--- src/rtl/logit_argmax_seq.sv ---
// Sequential argmax over a streamed frame of signed logits, one shared comparator.
// Define ARGMAX_MARGIN_EN to add the second-max tracker and the out_margin port.
module logit_argmax_seq #(
    parameter int N_CLASSES = 10,
    parameter int LOGIT_W   = 6,
    parameter int IDX_W     = 4
) (
    input  logic               clk,
    input  logic               rst_n,
    input  logic               frame_clr,
    input  logic               in_valid,
    output logic               in_ready,
    input  logic [LOGIT_W-1:0] in_logit,
    output logic               out_valid,
    input  logic               out_ready,
    output logic [IDX_W-1:0]   out_index,
    output logic [LOGIT_W-1:0] out_max
`ifdef ARGMAX_MARGIN_EN
    ,
    output logic [LOGIT_W:0]   out_margin
`endif
);

    localparam logic [0:0] S_COLLECT = 1'b0;
    localparam logic [0:0] S_DONE    = 1'b1;
    localparam logic [IDX_W-1:0] LAST = IDX_W'(N_CLASSES - 1);

    logic [0:0]         r_state;
    logic [IDX_W-1:0]   r_cnt;
    logic [IDX_W-1:0]   r_idx;
    logic [LOGIT_W-1:0] r_max;

    logic               w_accept;
    logic               w_first;
    logic               w_last;
    logic               w_gt;
    logic [IDX_W-1:0]   w_idx_nxt;
    logic [LOGIT_W-1:0] w_max_nxt;

    assign in_ready  = (r_state == S_COLLECT);
    assign out_valid = (r_state == S_DONE);

    assign w_accept  = in_valid && in_ready;
    assign w_first   = (r_cnt == '0);
    assign w_last    = (r_cnt == LAST);
    // Strict compare: equal values never displace the earlier class
    assign w_gt      = $signed(in_logit) > $signed(r_max);
    assign w_max_nxt = (w_first || w_gt) ? in_logit : r_max;
    assign w_idx_nxt = w_first ? '0 : (w_gt ? r_cnt : r_idx);

`ifdef ARGMAX_MARGIN_EN
    localparam logic [LOGIT_W-1:0] MIN_LOGIT = {1'b1, {(LOGIT_W-1){1'b0}}};

    logic [LOGIT_W-1:0] r_sec;
    logic [LOGIT_W-1:0] w_sec_nxt;
    logic [LOGIT_W:0]   w_margin;

    always_comb begin
        w_sec_nxt = r_sec;
        if (w_first)
            w_sec_nxt = MIN_LOGIT;
        else if (w_gt)
            w_sec_nxt = r_max;
        else if ($signed(in_logit) > $signed(r_sec))
            w_sec_nxt = in_logit;
    end

    // max >= sec always, so the sign-extended difference fits unsigned
    assign w_margin = {w_max_nxt[LOGIT_W-1], w_max_nxt}
                    - {w_sec_nxt[LOGIT_W-1], w_sec_nxt};

    always_ff @(posedge clk or negedge rst_n) begin
        if (!rst_n) begin
            r_sec      <= '0;
            out_margin <= '0;
        end else if (!frame_clr && w_accept) begin
            r_sec <= w_sec_nxt;
            if (w_last)
                out_margin <= w_margin;
        end
    end
`endif

    always_ff @(posedge clk or negedge rst_n) begin
        if (!rst_n) begin
            r_state   <= S_COLLECT;
            r_cnt     <= '0;
            r_idx     <= '0;
            r_max     <= '0;
            out_index <= '0;
            out_max   <= '0;
        end else if (frame_clr) begin
            r_state <= S_COLLECT;
            r_cnt   <= '0;
        end else begin
            case (r_state)
                S_COLLECT: begin
                    if (w_accept) begin
                        r_max <= w_max_nxt;
                        r_idx <= w_idx_nxt;
                        if (w_last) begin
                            r_state   <= S_DONE;
                            r_cnt     <= '0;
                            out_index <= w_idx_nxt;
                            out_max   <= w_max_nxt;
                        end else begin
                            r_cnt <= r_cnt + 1'b1;
                        end
                    end
                end
                S_DONE: begin
                    if (out_ready)
                        r_state <= S_COLLECT;
                end
                default: r_state <= S_COLLECT;
            endcase
        end
    end

endmodule

--- config.mk ---
export PLATFORM = sky130hd
export DESIGN_NAME = logit_argmax_seq
export DESIGN_NICKNAME = d
export VERILOG_FILES = /design/src/rtl/logit_argmax_seq.sv
export SDC_FILE = /design/constraint.sdc
export NUM_CORES = 1
export LEC_CHECK = 0
export ABC_AREA = 1
export CAP_MARGIN = 40
export CORE_ASPECT_RATIO = 0.7
export CORE_MARGIN = 2
export CORE_UTILIZATION = 45
export DETAILED_ROUTE_END_ITERATION = 8
export PLACE_DENSITY = 0.72
export SLEW_MARGIN = 20
export SYNTH_ARGS = -nofsm -noshare
export SYNTH_HDL_FRONTEND = slang
export SYNTH_SLANG_ARGS = --single-unit
export TNS_END_PERCENT = 20
--- constraint.sdc ---
create_clock -name clk -period 1.6 [get_ports clk]
set_input_delay 0.16 -clock clk [delete_from_list [all_inputs] [get_ports clk]]
set_output_delay 0.16 -clock clk [all_outputs]
set_load 0.005 [all_outputs]
Word level (Yosys, flattened, before mapping)
Index checks and enable logic that the tools add are counted.
{"block": "totals", "regBits": 25, "output_inout_bits": 12, "input_bits": 11}
{"block": "classes", "bitwise_logic": 2, "n_lt_le_gt_ge": 1, "eq_ne": 2, "n_addsub": 1, "n_reduce_logical": 7, "mux": 12}
{"cell": "two-way mux 4 bit", "count": 6}
{"cell": "greater-than comparator 6 bit", "count": 1}
{"cell": "two-way mux 6 bit", "count": 1}
{"cell": "adder 4 x 1 -> 4 bit, second input constant", "count": 1}
{"cell": "equality test 4 bit, second input constant", "count": 1}
{"cell": "logical NOT 4 bit", "count": 1}
{"cell": "two-way mux 1 bit", "count": 4}
{"cell": "AND reduction 4 bit", "count": 1}
{"cell": "AND reduction 3 bit", "count": 1}
{"cell": "inequality test 2 bit, second input constant", "count": 1}
{"cell": "NOT 1 bit", "count": 2}
{"cell": "case mux 1 bit (2 select lines)", "count": 1}
{"cell": "AND reduction 2 bit", "count": 1}
{"cell": "nonzero test 2 bit", "count": 1}
{"cell": "logical AND 1 bit", "count": 1}
{"cell": "logical OR 1 bit", "count": 1}

Longest topological paths before layout
{"block": "depth", "depth_word": 5, "ltp_mapped": 14}

Least setup slack after synthesis
No wires, ideal clock.
{"block": "synth_timing", "path_type": "register -> register", "startpoint": "reg r_max[5]", "endpoint": "reg out_max[0]", "period_less_slack_ns": 1.621, "t_arrival_ns": 1.503, "setup_time_ns": 0.117, "path_slack_ns": -0.021, "t_required_ns": 1.483, "stages_incl_launch_ff": 11, "cell_sequence": "dfrtp_1 -> inv_1 -> ha_1 -> a21oi_1 -> nand3_2 -> nand2_1 -> nand3_2 -> nand2_1 -> nand2_1 -> nand3_1 -> nand2_1"}
{"block": "synth_via", "elab_chain_len": 3}
{"element": "from (decl)", "line": "31", "text": "logic [LOGIT_W-1:0] r_max;"}
{"element": "from (signal assigned)", "line": "99", "text": "r_max <= w_max_nxt;"}
{"element": "greater-than comparator 6 bit", "line": "47", "text": "assign w_gt = $signed(in_logit) > $signed(r_max);"}
{"element": "logical OR 1 bit", "line": "48", "text": "assign w_max_nxt = (w_first || w_gt) ? in_logit : r_max;"}
{"element": "two-way mux 6 bit", "line": "48"}
{"element": "to (signal assigned)", "line": "105", "text": "out_max <= w_max_nxt;"}
{"element": "to (decl)", "line": "17", "text": "output logic [LOGIT_W-1:0] out_max"}
No other way between the ends.
A chain may end at the register's enable or synchronous reset.

Worst setup path in the final report
{"block": "layout_timing", "startpoint": "reg r_max[5]", "endpoint": "reg r_idx[0]"}
{"block": "layout_via", "elab_chain_len": 3}
{"element": "greater-than comparator 6 bit", "line": "47"}
{"element": "two-way mux 4 bit (2 in series)", "line": "49", "text": "assign w_idx_nxt = w_first ? '0 : (w_gt ? r_cnt : r_idx);"}
{"element": "to (signal assigned)", "line": "100", "text": "r_idx <= w_idx_nxt;"}
{"element": "to (decl)", "line": "30", "text": "logic [IDX_W-1:0] r_idx;"}
No other way between the ends.

==> flow_summary.toml <==
[route]
routed_wl_um = 3640
ant_nets = 0
drt-pass1-iter-count = 5
drt_iter0_markers = 61
viasPerCell = 5.02
wl_per_cell_um = 13.4
drc = 0
num_vias = 1361

[synth]
ys_warn_count = 0
synthAdderAreaFrac = 0.0786
yosysUniqueCellTypes = 18
ys.flop_type = "dfrtp_1"
synth_top_family_by_area = "simple AND/OR/NAND/NOR gates"
synth_area_per_cell_um2 = 7.42
synthXorXnorAreaFrac = 0.00611
yosysMostFrequentCell = "nand2_1"
syn_area_um2 = 1430
synth_largest_area_cell = "dfrtp_1"
synth_edf_count = 0
syn_inst = 193
synth_seq_area_share = 0.437
async_flop_share = 1.00
synth_simple_gate_area_share = 0.348
synth_top_area_frac = 0.437
synth_compound_area_frac = 0.0279
synth_seq_cells = 25
synth.mux.area_fraction = 0
synth_area_leaders = "dfrtp_1 44%, nand2_1 19%, nand3_1 11%"
ys_top_cells_by_count = "71 x nand2_1, 32 x nand3_1, 30 x inv_1"
syn-num-nets = 213

[sta]
rsz0062_at_grt = "yes"
tns_ns = -1.35
maxSlewViolCount = 0
max_freq_ghz = 0.590
finalSetupViolCount = 20
layout_setup_ws_ns = -0.0948
hold_violations = 0
slew_headroom = 0.726
whs_ns = 0.243
finalCriticalPeriod_ns = 1.69
tightest_slew_ns = 0.410
skew_ns = 0.00581
period_share = 1.06

[finish]
fin_util = 0.677
nFillCells = 254
postLayoutCellArea_um2 = 2090
syn_to_final_growth_pct = 45.7
finalNetCount = 254
layout-drive-gt1-share = 0.288
finalNonFillerCells = 271
antenna_cells = 0

[clock_tree]
clk_pin_slew_ns = 0.09
clock_path_buffers = 2
insertion_delay_ns = 0.27
clock_sinks = 25
htree_levels = 1
cts_inserted_buffers = 3
cts_root_buffer = "clkbuf_8"
cts_hold_buffers = 0
cts_tree = "done"

[worst_setup_path]
path_class = "register to register"
crit_required_ns = 1.76
startpoint_type = "register"
path_delay_family = "simple AND/OR/NAND/NOR gates"
endpoint_kind = "register"
cp_slowest_stage_delay_ns = 0.39
cpMaxStageDelayCell = "dfrtp_1"
reg2reg_slack_ns = -0.09
path_cells = "inv_2 -> ha_4 -> a21oi_2 -> nand3_2 -> nand2_2 -> nand3_4 -> buf_6 -> nand2_2 -> nand2_2 -> nand3_2 -> nand2_1"
worst-path-max-fanout = 4
worst-path-buf-inv = 2
crit_arrival_ns = 1.85
crit_top_cell = "nand2_2"

[power_and_ir_drop]
p_leak_nw = 1.08
finalPower_mw = 2.03
vdd_drop_max_v = 0.000598
powerDensity_nw_per_um2 = 972

[placement]
placed_area_um2 = 1810
hpwl_um = 2380
port_buffers = 22
dpl.cell_count = 264
gp_congestion = 0.806
dp_slack_ns = -0.365

[global_route]
grtUsageTotal = 0.207
grt_max_degree = 26
overflow = 0
grt_pass1_wl_um = 5930
first_global_vias = 1335
antenna_found_initial = 0

[flow_run]
max-cap-violations = 0

[floorplan]
die_height_um = 51.2
chipWidth_um = 71.4
core-area_um2 = 3080
rows = 17
io_pins = 23
die-area_um2 = 3660
initial_core_util = 0.465

[hold_path]
hp-class = "input port to asynchronous set/reset pin"

[outcome]
status = "finished, violations left"
violations = "negative setup slack"
## state kept, by name (all words and copies together), names as in the netlist
signal	count
r_cnt	4
out_index	4
out_max	6
out_valid	1
r_max	6
r_idx	4
## report_power, final
| group | internal (mW) | switching (mW) | total, mW |
|---|---|---|---|
| clock | 0.178 | 0.192 | 0.370 |
| combinational | 0.405 | 0.516 | 0.922 |
| sequential | 0.693 | 0.0441 | 0.737 |
## routing by layer
layer / wire length [um] / global-route usage
met1: 1660 / 0.276
met2: 1740 / 0.349
met3: 231 / 0.0513
met4: 12 / 0.0346
met5: 0 / 0
## path summary, 6_finish.rpt
check / start / to / cells past startpoint
max in group asynchronous: rst_n / out_max[5]$_DFFE_PN0P_ / 2
setup / recovery: r_max[5]$_DFFE_PN0P_ / r_idx[0]$_DFFE_PN0P_ / 11
setup reg to reg: r_max[5]$_DFFE_PN0P_ / r_idx[0]$_DFFE_PN0P_ / 11
min in group clk: out_ready / out_valid$_DFF_PN0_ / 2
hold / removal: rst_n / out_max[0]$_DFFE_PN0P_ / 2
hold reg to reg: out_max[3]$_DFFE_PN0P_ / out_max[3]$_DFFE_PN0P_ / 2
## layout by cell type (no fill, tap or decap), drive strengths merged
cell type       n
a211oi          1
a21oi           1
buf            20
clkbuf          4
clkdlybuf4s50  22
dfrtp          25
ha              9
inv            30
nand2          74
nand3          34
nand4           2
nor2            5
o21ai           4
o31ai           1
xor2            1
## kinds of logic (layout without fill, tap and decap cells)
group,after synthesis,after routing
XOR/XNOR,1,1
buffers and inverters,36,76
AND/OR/NAND/NOR,115,115
adder cells (fa/ha/maj),9,9
flip-flops,25,25
AO/OA/AOI/OAI,7,7
## final cells by class
| cell class | count | area, um^2 | share of cell area |
|---|---|---|---|
| Sequential cell | 25 | 626 | 0.300 |
| Tap cell | 38 | 47.5 | 0.0228 |
| Clock buffer | 4 | 45.0 | 0.0216 |
| Timing Repair Buffer | 42 | 382 | 0.183 |
| Multi-Input combinational cell | 132 | 875 | 0.419 |
| Inverter | 30 | 113 | 0.0540 |
## what timing repair did
action                     CTS  global route
gates resized for setup     27            18
buffers inserted             2             1
setup endpoints to repair   20            20
pin swaps                   13             8
Power figures use the tool's default switching activity.
